### config.mk
export PLATFORM = sky130hd
export DESIGN_NAME = serial_adder_ctrl
export DESIGN_NICKNAME = d
export VERILOG_FILES = /design/src/rtl/serial_adder_pkg.sv /design/src/rtl/full_adder_cell.sv /design/src/rtl/serial_adder_ctrl.sv
export SDC_FILE = /design/constraint.sdc
export NUM_CORES = 1
export LEC_CHECK = 0
export ABC_AREA = 1
export BUFFER_PORTS_ARGS = -buffer_cell sky130_fd_sc_hd__buf_2
export CORE_MARGIN = 3
export CORE_UTILIZATION = 50
export CTS_BUF_LIST = sky130_fd_sc_hd__clkbuf_8
export DETAILED_ROUTE_END_ITERATION = 16
export PLACE_DENSITY = 0.77
export SETUP_SLACK_MARGIN = 0.2
export SYNTH_ARGS = -nofsm -noshare
export SYNTH_HDL_FRONTEND = slang
export SYNTH_SLANG_ARGS = --single-unit
export TNS_END_PERCENT = 50
### constraint.sdc
create_clock -name clk -period 2.2 [get_ports clk]
set_clock_uncertainty 0.05 [all_clocks]
set_input_delay 0.22 -clock clk [delete_from_list [all_inputs] [get_ports clk]]
set_output_delay 0.22 -clock clk [all_outputs]
set_load 0.02 [all_outputs]
### src/rtl/serial_adder_pkg.sv
// Shared types and constants for the bit-serial adder controller.
package serial_adder_pkg;

    localparam int unsigned DEFAULT_WIDTH = 8;

    typedef enum logic [1:0] {
        IDLE = 2'd0,
        RUN  = 2'd1,
        DONE = 2'd2
    } state_t;

    // Bits needed to count 0..value-1; never less than one.
    function automatic int unsigned clog2(input int unsigned value);
        int unsigned result;
        result = 1;
        for (int unsigned i = 1; i < 32; i++) begin
            if ((64'd1 << i) < 64'(value)) begin
                result = i + 1;
            end
        end
        return result;
    endfunction

endpackage

### src/rtl/full_adder_cell.sv
// Single-bit combinational full adder used as the serial arithmetic element.
module full_adder_cell (
    input  logic a,
    input  logic b,
    input  logic ci,
    output logic s,
    output logic co
);

    assign s  = a ^ b ^ ci;
    assign co = (a & b) | (ci & (a ^ b));

endmodule

### src/rtl/serial_adder_ctrl.sv
// Bit-serial adder: one full-adder cell stepped LSB first over WIDTH bits.
// Optional SERIAL_ADDER_SUB_EN adds a `sub` input selecting a - b.
module serial_adder_ctrl
    import serial_adder_pkg::*;
#(
    parameter int unsigned WIDTH = DEFAULT_WIDTH
) (
    input  logic             clk,
    input  logic             rst,
    input  logic             start,
    input  logic [WIDTH-1:0] a,
    input  logic [WIDTH-1:0] b,
    input  logic             cin,
`ifdef SERIAL_ADDER_SUB_EN
    input  logic             sub,
`endif
    output logic             busy,
    output logic             done,
    output logic [WIDTH-1:0] sum,
    output logic             cout
);

    localparam int unsigned CW = clog2(WIDTH);
    localparam logic [CW-1:0] LAST_BIT = CW'(WIDTH - 1);

    state_t           state_q, state_d;
    logic [CW-1:0]    cnt_q, cnt_d;
    logic [WIDTH-1:0] a_sh_q, a_sh_d;
    logic [WIDTH-1:0] b_sh_q, b_sh_d;
    logic [WIDTH-1:0] res_q, res_d;
    logic             carry_q, carry_d;
    logic             busy_q, busy_d;
    logic             done_q, done_d;
    logic [WIDTH-1:0] sum_q, sum_d;
    logic             cout_q, cout_d;

    logic [WIDTH-1:0] b_in;
    logic             ci_in;
    logic             fa_s, fa_co;

    // Subtraction is a + ~b + 1, so only the captured B and carry seed change.
`ifdef SERIAL_ADDER_SUB_EN
    assign b_in  = sub ? ~b : b;
    assign ci_in = sub | cin;
`else
    assign b_in  = b;
    assign ci_in = cin;
`endif

    full_adder_cell u_fa (
        .a  (a_sh_q[0]),
        .b  (b_sh_q[0]),
        .ci (carry_q),
        .s  (fa_s),
        .co (fa_co)
    );

    always_ff @(posedge clk or posedge rst) begin
        if (rst) begin
            state_q <= IDLE;
        end else begin
            state_q <= state_d;
        end
    end

    always_comb begin
        state_d = state_q;
        unique case (state_q)
            IDLE:    if (start) state_d = RUN;
            RUN:     if (cnt_q == LAST_BIT) state_d = DONE;
            DONE:    state_d = IDLE;
            default: state_d = IDLE;
        endcase
    end

    // Datapath next-state and registered output values.
    always_comb begin
        cnt_d   = cnt_q;
        a_sh_d  = a_sh_q;
        b_sh_d  = b_sh_q;
        res_d   = res_q;
        carry_d = carry_q;
        sum_d   = sum_q;
        cout_d  = cout_q;
        busy_d  = (state_d != IDLE);
        done_d  = (state_d == DONE);
        unique case (state_q)
            IDLE: begin
                if (start) begin
                    a_sh_d  = a;
                    b_sh_d  = b_in;
                    carry_d = ci_in;
                    cnt_d   = '0;
                    res_d   = '0;
                end
            end
            RUN: begin
                res_d   = {fa_s, res_q[WIDTH-1:1]};
                carry_d = fa_co;
                a_sh_d  = a_sh_q >> 1;
                b_sh_d  = b_sh_q >> 1;
                cnt_d   = cnt_q + CW'(1);
                if (cnt_q == LAST_BIT) begin
                    cnt_d  = '0;
                    sum_d  = {fa_s, res_q[WIDTH-1:1]};
                    cout_d = fa_co;
                end
            end
            DONE:    ;
            default: ;
        endcase
    end

    always_ff @(posedge clk or posedge rst) begin
        if (rst) begin
            cnt_q   <= '0;
            a_sh_q  <= '0;
            b_sh_q  <= '0;
            res_q   <= '0;
            carry_q <= 1'b0;
            busy_q  <= 1'b0;
            done_q  <= 1'b0;
            sum_q   <= '0;
            cout_q  <= 1'b0;
        end else begin
            cnt_q   <= cnt_d;
            a_sh_q  <= a_sh_d;
            b_sh_q  <= b_sh_d;
            res_q   <= res_d;
            carry_q <= carry_d;
            busy_q  <= busy_d;
            done_q  <= done_d;
            sum_q   <= sum_d;
            cout_q  <= cout_d;
        end
    end

    assign busy = busy_q;
    assign done = done_q;
    assign sum  = sum_q;
    assign cout = cout_q;

endmodule

Yosys cells after proc, flatten, opt, wreduce, memory -nomap -nowiden
Cells that the tools add are included.
{ "totals": {"output_inout_bits": 11, "in_bits": 20, "reg_bits": 41} }
{ "classes": {"n_bitwise": 5, "n_reduce_logical": 5, "muxes": 14, "addsub": 1, "eq_ne": 4} }
{ "ops": {"columns": ["cell", "n"], "rows": [
  ["$pmux W8 S2", 3],
  ["$mux W8", 3],
  ["$mux W3", 2],
  ["$pmux W3 S2", 1],
  ["$mux W2", 2],
  ["$pmux W2 S2", 1],
  ["$reduce_and A2 Y1", 2],
  ["$reduce_bool A2 Y1", 2],
  ["$add A3 B1 Y3 const B", 1],
  ["$eq A3 B3 Y1 const B", 1],
  ["$and A1 B1 Y1", 2],
  ["$eq A2 B1 Y1 const B", 1],
  ["$eq A2 B2 Y1 const B", 1],
  ["$logic_not A2 Y1", 1],
  ["$ne A2 B2 Y1 const B", 1],
  ["$pmux W1 S2", 1],
  ["$xor A1 B1 Y1", 2],
  ["$mux W1", 1],
  ["$or A1 B1 Y1", 1]
]} }

Logic depth before layout (Yosys ltp)
{ "logic_depth": {"depth_word": 4, "depth_mapped": 7, "depth_no_buf": 6} }

By module
Synthesis repeated with hierarchy kept, for this count alone.
{ "unflattened": {"cells_unflattened": 224, "hier_area_um2": 1953.1} }
{ "by_module_without_submodules": {"columns": ["mod", "area_each_um2", "cells_per_inst", "n_inst"], "rows": [
  ["serial_adder_ctrl", 1933.1, 223, 1],
  ["full_adder_cell", 20.0, 1, 1]
]} }

Worst setup path before layout
Ideal clock, no wire load.
{ "synth_path": {"path_type": "register -> register", "startpoint": "reg carry_q", "endpoint": "reg res_q[7]", "arrival_ps": 1196, "stages_incl_launch_ff": 5, "required_ps": 2074, "synth_period_minus_slack_ps": 1322, "path_buffers": 0, "slack_ps": 878, "path_cell_list": "dfrtp_1 inv_1 fa_1 or2_2 o21ai_1"} }
{ "synth_via": {"elab_chain_len": 2} }
{ "synth_lines": {"columns": ["element", "line", "text"], "rows": [
  ["start, declared", "serial_adder_ctrl.sv:31", "logic carry_q, carry_d;"],
  ["start signal, assigned", "serial_adder_ctrl.sv:130", "carry_q <= carry_d;"],
  ["$xor A1 B1 Y1", "full_adder_cell.sv:10", "assign s = a ^ b ^ ci;"],
  ["$pmux W8 S2", "serial_adder_ctrl.sv:87", "unique case (state_q)"],
  ["end signal, assigned", "serial_adder_ctrl.sv:129", "res_q <= res_d;"],
  ["end, declared", "serial_adder_ctrl.sv:30", "logic [WIDTH-1:0] res_q, res_d;"]
]} }
Every way passes these cells.
A chain may end at the register's enable or synchronous reset.

Worst setup path after layout
{ "layout_path": {"startpoint": "reg state_q[1]", "endpoint": "reg a_sh_q[0]"} }
{ "layout_via": {"elab_chain_len": 3, "word_cells_on_any_way": 6, "classes_between": "eq/ne (2); mux (1); reduce/logical (3)"} }
{ "layout_lines": {"columns": ["element", "line", "text"], "rows": [
  ["start, declared", "serial_adder_ctrl.sv:26", "state_t state_q, state_d;"],
  ["start signal, assigned", "serial_adder_ctrl.sv:62", "state_q <= state_d;"],
  ["$eq A2 B1 Y1 / $logic_not A2 Y1 (equally long branches)", "serial_adder_ctrl.sv:87", null],
  ["$reduce_bool A2 Y1 (no line) / $ne A2 B2 Y1 (equally long branches)", null, null],
  ["$reduce_and A2 Y1 (no line)", null, null],
  ["end signal, assigned", "serial_adder_ctrl.sv:127", "a_sh_q <= a_sh_d;"],
  ["end, declared", "serial_adder_ctrl.sv:28", "logic [WIDTH-1:0] a_sh_q, a_sh_d;"]
]} }
Several ways; a longest one is shown, not always the timed one.

==> impl_metrics.tcl <==
set metrics [dict create \
    hpwl_mm 2.25 \
    coreArea_sq_um 3440 \
    fillCellCount 291 \
    mostFrequentLayoutCell "nand2_1" \
    route.final.wire_length_mm 3.41 \
    finalHoldWorstSlack_ns 0.0899 \
    wire_length_of_the_first_global_routing_pass_mm 5.80 \
    grt_pass1_vias 1345 \
    required_time_at_the_worst_slack_endpoint_ns 2.33 \
    htree_levels 2 \
    place_inst 291 \
    io_pins 31 \
    overflow 0 \
    wire_per_inst_microns 11.4 \
    numCtsBuffers 5 \
    post_synth.cell_area_avg_sq_um 8.26 \
    status "finished clean" \
    antenna_violating_nets_post_route 0 \
    tritoncts_clock_tree "yes" \
    syn-instance-count 222 \
    drtPass1Iterations 5 \
    finish.instance_area_sq_um 2130 \
    antenna_violations_before_repair 0 \
    diodes 0 \
    placement.setup.worst_slack_ns 0.567 \
    timing.reg2reg.worst_path_depth 6 \
    start_util_pct 53.3 \
    grt.total_usage_pct 17.4 \
    fp.dieH_microns 66.5 \
    synth-warning-count 0 \
    critical_path_arrival_ns 1.82 \
    layout_common_cells "68 x nand2_1, 40 x dfrtp_1, 39 x inv_1" \
    cts-root-to-sink-buffers 2 \
    slew_headroom_pct 60.4 \
    worstSetupEndpointType "flip-flop" \
    numClockSinks 40 \
    num_vias 1441 \
    power_density_of_the_placed_cells_nw_per_um2 1450 \
    ys_ff_latch 40 \
    min_period_over_period_pct 76.7 \
    die_w_microns 66.5 \
    clk_lat_worst_skew_ns 0.30 \
    floorplan.rows 21 \
    maxClockFrequency_mhz 593 \
    finalHoldViolCount 0 \
    synth_fp_nets 245 \
    grt_start_max_net_pins 41 \
    seq_cell_area_sq_um 1000 \
    report.final.slew_viol_count 0 \
    min_path_cells 3 \
    nature_of_the_critical_path_startpoint "flip-flop" \
    syn_to_final_growth_pct 16.0 \
    final.setup.tns_ns 0 \
    peakVddDrop_uv 538 \
    die_area_sq_um 4430 \
    timing.max_cap.violations 0 \
    final_cell_count_no_fill 300 \
    cts_root_buf "clkbuf_8" \
    placedInstanceArea_sq_um 2000 \
    clkTransAtPathRegs_ns 0.08 \
    finalSetupViolCount 0 \
    layout_min_cycle_time_ns 1.69 \
    worstHoldPathType "in2reg" \
    gpl.final_weighted_congestion 0.772 \
    syn-cell-area_sq_um 1830 \
    port-buffer-count 30 \
    fin_nets 276 \
    crit_type "reg2reg" \
    worst-path-max-fanout 24 \
    post-route-worst-setup-slack_ns 0.513 \
    tightest_slew_ns 0.593 \
    post_drt_via_cell_ratio 4.80 \
    synth.yosys.seq_area_share_pct 54.6 \
    multi_input_comb_area_sq_um 609 \
    total_leakage_power_nw 1.21 \
    drc_errors 0 \
    post_cts_hold_buffer_count 1 \
    initial_drc_count 129 \
    drive_gt1_share_pct 19.3 \
    cts_setup_buffers 0 \
    synthDistinctLibCells 19 \
    post_cts_resize_count 0 \
    grt_setup_unrepaired "false" \
]
-- layer usage --
metal  track usage [%]  share of wire [%]
met1              22.3                 47
met2              28.0                 47
met3              4.55                3.9
met4              6.35                1.5
met5                 0                  0
-- where the power goes --
group | total, W | leakage, nW | switching, W | internal, W
sequential | 0.00125 | 0.496 | 0.000180 | 0.00107
clock | 0.000605 | 0.0583 | 0.000263 | 0.000341
combinational | 0.00122 | 0.656 | 0.000764 | 0.000458
total | 0.00308 | 1.21 | 0.00121 | 0.00187
-- cell usage after synthesis --
cell,count,share of area (%)
or2_2,1,0.34
buf_4,3,1.2
nand3_1,32,8.7
inv_1,39,8.0
fa_1,1,1.1
inv_2,2,0.41
clkbuf_1,1,0.20
nand2_4,2,1.2
nor2_1,3,0.61
inv_4,1,0.34
buf_6,1,0.61
buf_2,5,1.4
nand2_2,1,0.34
o22ai_1,1,0.34
o21ai_1,18,4.9
nand2_1,68,14
dfrtp_1,40,55
nor2_2,1,0.34
ha_1,2,1.4
-- state kept, by name, indices dropped and copies added, names as in the netlist --
name	count
cout	1
cnt_q	3
carry_q	1
res_q	7
busy	1
state_q	2
a_sh_q	8
sum	8
done	1
b_sh_q	8
-- worst max-delay path: stages, from the launching register on --
cell and delay (ns):
dfrtp_1 0.44, inv_2 0.27, nand2_4 0.22, nand2_4 0.30, inv_4 0.15, nand2_1 0.10, nand2_1 0.05
-- cell families (layout without fill, tap and decap cells) --
family          Yosys count  after routing  synth area share (%)
fa+ha+maj                 3              3                  2.46
buf+inv                  52             84                  12.1
flops                    40             40                  54.6
simple gates            108            108                  25.5
compound gates           19             19                  5.26
-- worst paths after layout --
kind | slack, ns | from | endpoint
worst min register to register | 0.43 | cnt_q[1]$_DFFE_PP0P_ | cnt_q[1]$_DFFE_PP0P_
worst max register to register | 0.51 | state_q[1]$_DFF_PP0_ | a_sh_q[0]$_DFFE_PP0P_
worst max-delay path | 0.51 | state_q[1]$_DFF_PP0_ | a_sh_q[0]$_DFFE_PP0P_
min in group asynchronous | 0.54 | rst | b_sh_q[0]$_DFFE_PP0P_
worst min-delay path | 0.09 | a[7] | a_sh_q[7]$_DFFE_PP0P_
max in group asynchronous | 1.21 | rst | b_sh_q[5]$_DFFE_PP0P_
-- final cells by class --
cell class                      instances  area share (%)
Sequential cell                        40            47.1
Multi-Input combinational cell        130            28.6
Timing Repair Buffer                   34            8.59
Inverter                               42            7.53
Clock buffer                            5            3.24
Tap cell                               46            2.71
Clock inverter                          3            2.24
-- per-stage QoR --
step	util, %	power, W
after floorplan	-	0.00220
after global placement	58.1	0.00245
after global routing	61.8	0.00334
final	61.8	0.00308
after detailed placement	58.1	0.00248
after CTS	61.8	0.00310
(Power assumes the default switching activity.)
